--- config.mk ---
export PLATFORM = sky130hd
export DESIGN_NAME = mem_port_arbiter
export DESIGN_NICKNAME = d
export VERILOG_FILES = /design/src/rtl/mem_arb_pkg.sv /design/src/rtl/mem_req_slot.sv /design/src/rtl/mem_port_arbiter.sv
export SDC_FILE = /design/constraint.sdc
export NUM_CORES = 1
export LEC_CHECK = 0
export ABC_AREA = 1
export BUFFER_PORTS_ARGS = -buffer_cell sky130_fd_sc_hd__buf_2
export CORE_MARGIN = 1.5
export CORE_UTILIZATION = 53
export CTS_BUF_LIST = sky130_fd_sc_hd__clkbuf_4 sky130_fd_sc_hd__clkbuf_8 sky130_fd_sc_hd__clkbuf_16
export CTS_CLUSTER_SIZE = 8
export DETAILED_ROUTE_END_ITERATION = 8
export HOLD_SLACK_MARGIN = 0.15
export PLACE_DENSITY = 0.79
export SYNTH_ARGS = -nofsm -noshare
export SYNTH_HDL_FRONTEND = slang
export SYNTH_HIERARCHICAL = 1
export SYNTH_SLANG_ARGS = --single-unit
export TNS_END_PERCENT = 5
--- constraint.sdc ---
create_clock -name clk -period 4.5 [get_ports clk]
set_input_delay 0 -clock clk [delete_from_list [all_inputs] [get_ports clk]]
set_output_delay 0 -clock clk [all_outputs]
set_load 0.05 [all_outputs]
--- src/rtl/mem_arb_pkg.sv ---
// Shared encodings for the two-port memory arbiter: sequencer states,
// port identifiers, operation codes and the tie-break helper.
package mem_arb_pkg;

    typedef logic [1:0] state_t;

    localparam state_t ST_IDLE    = 2'd0;
    localparam state_t ST_ISSUE   = 2'd1;
    localparam state_t ST_WAIT_LO = 2'd2;
    localparam state_t ST_WAIT_HI = 2'd3;

    localparam logic PORT_CPU = 1'b0;
    localparam logic PORT_LDR = 1'b1;

    localparam logic OP_RD = 1'b0;
    localparam logic OP_WR = 1'b1;

    // On a tie, fixed priority favours the CPU; otherwise the port not served last wins.
    function automatic logic pick_owner(input logic pend0, input logic pend1,
                                        input logic last_grant, input logic port0_priority);
        logic sel;
        if (pend0 && pend1) begin
            if (port0_priority) begin
                sel = PORT_CPU;
            end else begin
                sel = ~last_grant;
            end
        end else if (pend1) begin
            sel = PORT_LDR;
        end else begin
            sel = PORT_CPU;
        end
        return sel;
    endfunction

endpackage

--- src/rtl/mem_req_slot.sv ---
// One requester slot: captures a single request, holds it pending until the
// sequencer reports completion, and presents ready/read data to the requester.
module mem_req_slot import mem_arb_pkg::*; #(
    parameter int AW = 32,
    parameter int DW = 32
) (
    input  logic          clk,
    input  logic          rst,
    input  logic          burst_en,
    input  logic [7:0]    burst_length,
    input  logic [AW-1:0] a,
    input  logic [DW-1:0] d,
    input  logic          we,
    input  logic          rd,
    input  logic          done,
    input  logic          stream,
    input  logic [DW-1:0] spo_mem,
    output logic          pending,
    output logic          op,
    output logic [AW-1:0] lat_a,
    output logic [DW-1:0] lat_d,
    output logic          lat_burst_en,
    output logic [7:0]    lat_burst_length,
    output logic          ready,
    output logic [DW-1:0] spo
);

    logic          ready_r;
    logic [DW-1:0] spo_r;
    logic          accept_s;

    assign accept_s = ready_r & (we | rd);

    // Capture on accept, release on completion; a write wins when both strobes are high.
    always_ff @(posedge clk) begin
        if (rst) begin
            ready_r          <= 1'b1;
            pending          <= 1'b0;
            op               <= OP_RD;
            lat_a            <= '0;
            lat_d            <= '0;
            lat_burst_en     <= 1'b0;
            lat_burst_length <= 8'd0;
            spo_r            <= '0;
        end else if (accept_s) begin
            ready_r          <= 1'b0;
            pending          <= 1'b1;
            op               <= we ? OP_WR : OP_RD;
            lat_a            <= a;
            lat_d            <= d;
            lat_burst_en     <= burst_en;
            lat_burst_length <= burst_length;
        end else if (done) begin
            ready_r <= 1'b1;
            pending <= 1'b0;
            if (op == OP_RD) begin
                spo_r <= spo_mem;
            end
        end
    end

    assign ready = ready_r;
    // Burst reads expose each beat as it arrives.
    assign spo   = stream ? spo_mem : spo_r;

endmodule

--- src/rtl/mem_port_arbiter.sv ---
// Two-port arbiter sharing one memory controller port: per-port request slots
// feed a single sequencer that runs one transaction at a time.
module mem_port_arbiter import mem_arb_pkg::*; #(
    parameter int ARB_MODE = 0,
    parameter int AW       = 32,
    parameter int DW       = 32
) (
    input  logic          clk,
    input  logic          rst,
    input  logic          burst_en0,
    input  logic [7:0]    burst_length0,
    input  logic [AW-1:0] a0,
    input  logic [DW-1:0] d0,
    input  logic          we0,
    input  logic          rd0,
    output logic [DW-1:0] spo0,
    output logic          ready0,
    input  logic          burst_en1,
    input  logic [7:0]    burst_length1,
    input  logic [AW-1:0] a1,
    input  logic [DW-1:0] d1,
    input  logic          we1,
    input  logic          rd1,
    output logic [DW-1:0] spo1,
    output logic          ready1,
    output logic          burst_en_mem,
    output logic [7:0]    burst_length_mem,
    output logic [AW-1:0] a_mem,
    output logic [DW-1:0] d_mem,
    output logic          we_mem,
    output logic          rd_mem,
    input  logic [DW-1:0] spo_mem,
    input  logic          ready_mem,
    output logic [1:0]    grant
);

    state_t        state_r;
    logic          owner_r;
    logic          last_grant_r;

    logic          pend0, pend1, op0, op1, lbe0, lbe1;
    logic [AW-1:0] la0, la1;
    logic [DW-1:0] ld0, ld1;
    logic [7:0]    lbl0, lbl1;
    logic          done0_s, done1_s, stream0_s, stream1_s, finish_s;

    logic          next_owner_s, sel_op_s, sel_be_s;
    logic [AW-1:0] sel_a_s;
    logic [DW-1:0] sel_d_s;
    logic [7:0]    sel_bl_s;

    assign finish_s  = (state_r == ST_WAIT_HI) && ready_mem;
    assign done0_s   = finish_s && (owner_r == PORT_CPU);
    assign done1_s   = finish_s && (owner_r == PORT_LDR);
    assign stream0_s = (state_r == ST_WAIT_HI) && (owner_r == PORT_CPU) && lbe0 && (op0 == OP_RD);
    assign stream1_s = (state_r == ST_WAIT_HI) && (owner_r == PORT_LDR) && lbe1 && (op1 == OP_RD);

    mem_req_slot #(.AW(AW), .DW(DW)) u_slot0 (
        .clk(clk), .rst(rst), .burst_en(burst_en0), .burst_length(burst_length0),
        .a(a0), .d(d0), .we(we0), .rd(rd0), .done(done0_s), .stream(stream0_s),
        .spo_mem(spo_mem), .pending(pend0), .op(op0), .lat_a(la0), .lat_d(ld0),
        .lat_burst_en(lbe0), .lat_burst_length(lbl0), .ready(ready0), .spo(spo0)
    );

    mem_req_slot #(.AW(AW), .DW(DW)) u_slot1 (
        .clk(clk), .rst(rst), .burst_en(burst_en1), .burst_length(burst_length1),
        .a(a1), .d(d1), .we(we1), .rd(rd1), .done(done1_s), .stream(stream1_s),
        .spo_mem(spo_mem), .pending(pend1), .op(op1), .lat_a(la1), .lat_d(ld1),
        .lat_burst_en(lbe1), .lat_burst_length(lbl1), .ready(ready1), .spo(spo1)
    );

    assign next_owner_s = pick_owner(pend0, pend1, last_grant_r, (ARB_MODE != 0));

    // Select the winning slot's latched request for the memory side.
    always_comb begin
        if (next_owner_s == PORT_LDR) begin
            sel_op_s = op1;
            sel_a_s  = la1;
            sel_d_s  = ld1;
            sel_be_s = lbe1;
            sel_bl_s = lbl1;
        end else begin
            sel_op_s = op0;
            sel_a_s  = la0;
            sel_d_s  = ld0;
            sel_be_s = lbe0;
            sel_bl_s = lbl0;
        end
    end

    // Sequencer: one transaction at a time, memory-side outputs registered.
    always_ff @(posedge clk) begin
        if (rst) begin
            state_r          <= ST_IDLE;
            owner_r          <= PORT_CPU;
            last_grant_r     <= PORT_LDR;
            we_mem           <= 1'b0;
            rd_mem           <= 1'b0;
            a_mem            <= '0;
            d_mem            <= '0;
            burst_en_mem     <= 1'b0;
            burst_length_mem <= 8'd0;
            grant            <= 2'b00;
        end else begin
            case (state_r)
                ST_IDLE: begin
                    if (pend0 || pend1) begin
                        state_r          <= ST_ISSUE;
                        owner_r          <= next_owner_s;
                        we_mem           <= (sel_op_s == OP_WR);
                        rd_mem           <= (sel_op_s == OP_RD);
                        a_mem            <= sel_a_s;
                        d_mem            <= sel_d_s;
                        burst_en_mem     <= sel_be_s;
                        burst_length_mem <= sel_bl_s;
                        grant            <= (next_owner_s == PORT_LDR) ? 2'b10 : 2'b01;
                    end
                end
                ST_ISSUE: begin
                    we_mem  <= 1'b0;
                    rd_mem  <= 1'b0;
                    state_r <= ST_WAIT_LO;
                end
                // Memory may still show ready from before the pulse; skip one cycle.
                ST_WAIT_LO: begin
                    state_r <= ST_WAIT_HI;
                end
                ST_WAIT_HI: begin
                    if (ready_mem) begin
                        state_r      <= ST_IDLE;
                        grant        <= 2'b00;
                        last_grant_r <= owner_r;
                    end
                end
                default: begin
                    state_r <= ST_IDLE;
                end
            endcase
        end
    end

endmodule

# --- Word-level counts from Yosys, hierarchy flattened ---
# Cells that the tools add are included.
totals:
  ff_bits: 297
classes:
  n_eq_ne: 5
  reduce_logical: 23
  bitwise_logic: 11
  muxes: 29
ops:
  columns: ["operator", "n"]
  rows:
  - ["$mux 32", 4]
  - ["$mux 1", 16]
  - ["$logic_and 1x1->1", 10]
  - ["$reduce_and 3->1", 3]
  - ["$mux 2", 4]
  - ["$mux 8", 1]
  - ["$pmux 2 s4", 1]
  - ["$reduce_and 2->1", 4]
  - ["$reduce_bool 2->1", 4]
  - ["$not 1->1", 7]
  - ["$eq 2x2->1 const B", 2]
  - ["$ne 2x2->1 const B", 2]
  - ["$pmux 1 s2", 2]
  - ["$pmux 2 s2", 1]
  - ["$and 1x1->1", 2]
  - ["$eq 2x1->1 const B", 1]
  - ["$logic_not 2->1", 1]
  - ["$or 1x1->1", 2]
  - ["$logic_or 1x1->1", 1]

# --- Longest topological paths before layout ---
logic_depth:
  word_depth: 6
  depth_mapped: 9
  depth_no_buf: 7

# --- Hierarchy ---
# The synthesis kept the hierarchy.
by_module_without_submodules:
  columns: ["module", "instances", "cells_per_inst", "seq_area_each_um2", "area_each_um2"]
  rows:
  - ["mem_req_slot", 2, 674, 2162.1, 4556.9]
  - ["mem_port_arbiter", 1, 705, 1621.6, 4264.1]

# --- Worst setup path before layout ---
# Ideal clock, no wire load.
synth_timing:
  path_kind: "reg-to-output"
  startpoint: "register state_r[0]"
  endpoint: "output port spo0[22]"
  stages_incl_launch_ff: 7
  slack_ns: 2.392
  arrival_time_ns: 2.108
  cell_sequence: "dfxtp_1 -> ha_1 -> nand2_1 -> nor3_1 -> buf_2 -> clkbuf_1 -> o21ai_0"
synth_between:
  elab_chain_len: 5
synth_lines:
  columns: ["element", "line_no", "text"]
  rows:
  - ["start, declared", "mem_port_arbiter.sv:37", "state_t state_r;"]
  - ["start signal, assigned", "mem_port_arbiter.sv:94", "state_r <= ST_IDLE;"]
  - ["start signal, assigned", "mem_port_arbiter.sv:108", "state_r <= ST_ISSUE;"]
  - ["start signal, assigned", "mem_port_arbiter.sv:122", "state_r <= ST_WAIT_LO;"]
  - ["$eq 2x2->1", "mem_port_arbiter.sv:55", "assign stream0_s = (state_r == ST_WAIT_HI) && (owner_r == PORT_CPU) && lbe0 && (op0 == OP_RD);"]
  - ["$logic_and 1x1->1 (3 in a row)", "mem_port_arbiter.sv:55", null]
  - ["named net stream0_s", "mem_port_arbiter.sv:45", "logic done0_s, done1_s, stream0_s, stream1_s, finish_s;"]
  - ["$mux 32", "mem_req_slot.sv:64", "assign spo = stream ? spo_mem : spo_r;"]
  - ["end, declared", "mem_port_arbiter.sv:16", "output logic [DW-1:0] spo0,"]
# The timed path passes the listed nets, and every way through them passes these cells.

# --- Final worst setup path ---
layout_timing:
  startpoint: "register u_slot0.op"
  endpoint: "register u_slot0.spo_r[11]"
layout_between:
  elab_chain_len: 2
layout_lines:
  columns: ["element", "line_no", "text"]
  rows:
  - ["start, declared", "mem_req_slot.sv:19", "output logic op,"]
  - ["start signal, assigned", "mem_req_slot.sv:48", "op <= we ? OP_WR : OP_RD;"]
  - ["$not 1->1 (no source line)", null, null]
  - ["$reduce_and 3->1 (no source line)", null, null]
  - ["end signal, assigned", "mem_req_slot.sv:57", "spo_r <= spo_mem;"]
  - ["end, declared", "mem_req_slot.sv:29", "logic [DW-1:0] spo_r;"]
# No other way between the ends.
# A chain may end at the register's enable or synchronous reset.

==> impl_results.md <==
* Largest net degree at the start of global routing at 98
* Port Buffers at 327
* Startpoint Class: register
* Setup slack, reg-to-reg at 1540 ps
* Starting Density at 54.5%
* Flip-flop and latch area at 5950 sq um
* Total vias in the final route at 14644
* Routed Antenna Nets at 0
* # clock sinks at 297
* # DRC at 0
* Hold Path Depth at 6
* CP Data Required Time at 4900 ps
* Crit. End Element: register
* Setup skew after layout at 17.2 ps
* Reg-to-Reg End: u_slot0/spo_r[11]$_SDFFE_PP0P_
* Number of synthesized register bits at 297
* TNS Setup at 0 ps
* Antenna violations before repair at 2
* Final hold violations at 0
* DIE AREA at 26200 sq um
* Top cells by area, synth: dfxtp_1 (44%), nor2_1 (16%), nand2_1 (10%)
* Max Fclk at 0.337 GHz
* Chip Width at 162 um
* Hold_sp: rd1
* Met2 wire len at 20000 um
* Metal1 wirelength at 17000 um
* Die height at 162 um
* Total power at 8.91 mW
* Grt ovf at 0
* Fin crit period at 2960 ps
* Post-synth EDFFs at 0
* Cells after Synth at 2053
* Post-CTS sizing at 0
* Most frequent cells in the layout: nor2_1 (583), nand2_1 (362), buf_2 (327)
* Met3 wire length at 3930 um
* # rows at 57
* Synth area leader: dfxtp_1
* Number of max-cap violations at 0
* Yosys top cell area share at 44.4%
* Multi-input logic area at 5690 sq um
* H-Tree Depth at 2
* Syn Area/Cell at 6.52 sq um
* Filler cells at 1876
* Tcrit/Tclk final at 65.9%
* Worst hold path endpoint: u_slot1/spo_r[14]$_SDFFE_PP0P_
* Pwr per Cell Area at 500 nW/um^2
* WL/cell at 15.3 um
* DP Wirelength at 24000 um
* Core area at 24500 sq um
* Gr usage total at 32.1%
* Clk pin slew, worst setup/hold paths at 50 ps
* Worst Reg-to-Reg Cells at 5
* Slew @ Worst Pin at 1230 ps
* Clock root buffer: clkbuf_16
* Register area share after synthesis at 44.4%
* Routability Congestion at 0.817
* Vias per std cell at 5.20
* Ys Warns at 6
* Area grow syn2layout at 33.3%
* Nets@finish at 2678
* Routed WL at 43000 um
* RSZ-0062 raised after global routing: false
* Maximum clock insertion buffer count at 3
* Hold/Removal Path Class: in -> reg
* VDD IR max at 0.000294 V
* Uppermost layer routed: met4
* Syn_nets at 2244
* Leakage at 8.84 nW
* R2R Path Start: u_slot0/op$_SDFFE_PP0P_
* Vias in the first global route at 14292
* Crit-path max FO at 34
* Crit path kind: reg -> reg
* # Post-CTS Setup Buffers at 0
* CTS buffer count at 43
* Most common flop cell mapped by yosys: dfxtp_1
* Distinct cell type count after synthesis at 22
* Worst-Skew Late Latency at 520 ps
* Hold Buf Count CTS at 182
* Global-route wire length before repair at 68800 um
* Most common cell after layout, fill and taps aside: nor2_1
* Pre-Repair DR Iteration Count at 8
* CTS tree: built
* Initial DRC count at 1384
* Ys async rst share at 0%
* Final Setup Violations at 0
* Mapped Area at 13400 sq um
* Crit-path cells: clkinv_1 > nand3_1 > nand2_1 > inv_1 > nor2_1
* Layout cells sized above 1 at 16.3%
* Io pins at 328
* Fin. max-slew vios at 0
* Critical-path top delay cell: nand3_1
* Relative slew margins at 17.5%
* Status: finished clean
* Critical path arrival at 3370 ps
* Worst stage delay on the critical path at 1330 ps
## critical path: cells and delay by family (launching register included)
kind	cells	cell delay [ps]
AND/OR/NAND/NOR	3	1520
buffers and inverters	2	910
flip-flops	1	400
## state kept, by name (all words and copies together), names as in the netlist, 2 cells and up
| signal | flops |
|---|---|
| u_slot1/lat_d | 32 |
| a_mem | 32 |
| burst_length_mem | 8 |
| d_mem | 32 |
| u_slot1/spo_r | 32 |
| state_r | 2 |
| u_slot1/lat_a | 32 |
| u_slot0/lat_d | 32 |
| u_slot0/lat_a | 32 |
| u_slot0/lat_burst_length | 8 |
| u_slot0/spo_r | 32 |
| grant | 2 |
| u_slot1/lat_burst_length | 8 |
## cells by family after synthesis
logic type               Yosys count  share of synthesized area (%)
adder cells (fa/ha/maj)            6                          0.561
buffers and inverters            419                           13.3
AO/OA/AOI/OAI                    302                           11.4
flip-flops                       297                           44.4
AND/OR/NAND/NOR                 1029                           30.2
## through the flow
stage          std cells  setup WS [ps]  instance area [sq um]  hold slack, ps  utilization (%)
2_1_floorplan       2053           2390                  13400            69.1                -
3_5_place_dp        2584           1610                  14900             257             60.6
6_report            2816           1540                  17800             218             72.7
3_3_place_gp        2584           1720                  14900             251             60.6
5_1_grt             2816           1290                  17800             232             72.7
4_1_cts             2814           1580                  17800             182             72.7
## power by group
group	leakage, nW	internal, mW	switching, mW
Sequential	2.45	3.03	0.233
Clock	0.562	1.72	1.09
Combinational	5.83	0.752	2.08
Total	8.84	5.51	3.40
## synthesized netlist by cell type, types with 8 or more instances
| cell | count |
|---|---|
| a21oi_1 | 10 |
| buf_2 | 64 |
| buf_4 | 16 |
| buf_6 | 8 |
| clkbuf_1 | 45 |
| dfxtp_1 | 297 |
| inv_1 | 279 |
| nand2_1 | 362 |
| nand3_1 | 12 |
| nand4_1 | 64 |
| nor2_1 | 586 |
| o21ai_0 | 231 |
| o21ai_1 | 58 |
## worst max-delay path by stage
stage                             from                             end  cells past startpoint
2_1_floorplan  state_r[0]$_SDFFE_PP0P_                        spo0[22]                      6
3_3_place_gp   u_slot0/op$_SDFFE_PP0P_   u_slot0/spo_r[1]$_SDFFE_PP0P_                      5
3_5_place_dp   u_slot0/op$_SDFFE_PP0P_  u_slot0/spo_r[14]$_SDFFE_PP0P_                      5
4_1_cts        u_slot0/op$_SDFFE_PP0P_  u_slot0/spo_r[11]$_SDFFE_PP0P_                      5
5_1_grt        u_slot0/op$_SDFFE_PP0P_  u_slot0/spo_r[11]$_SDFFE_PP0P_                      5
6_report       u_slot0/op$_SDFFE_PP0P_  u_slot0/spo_r[11]$_SDFFE_PP0P_                      5
## area by class of cell
class                           instances  share of cell area, %
Antenna cell                            2                 0.0281
Clock buffer                           45                   6.22
Clock inverter                          3                  0.189
Inverter                              284                   6.03
Multi-Input combinational cell       1337                   31.9
Sequential cell                       297                   33.3
Tap cell                              324                   2.27
Timing Repair Buffer                  524                   20.0
## layer usage
metal  vias to the layer above  track usage [%]
met5                         -                0
met1                      6570             37.9
met4                         0             16.8
met2                       798             55.4
met3                       178             6.28
li1                       7098                -
Note: power is estimated with default switching activity, not from simulation.
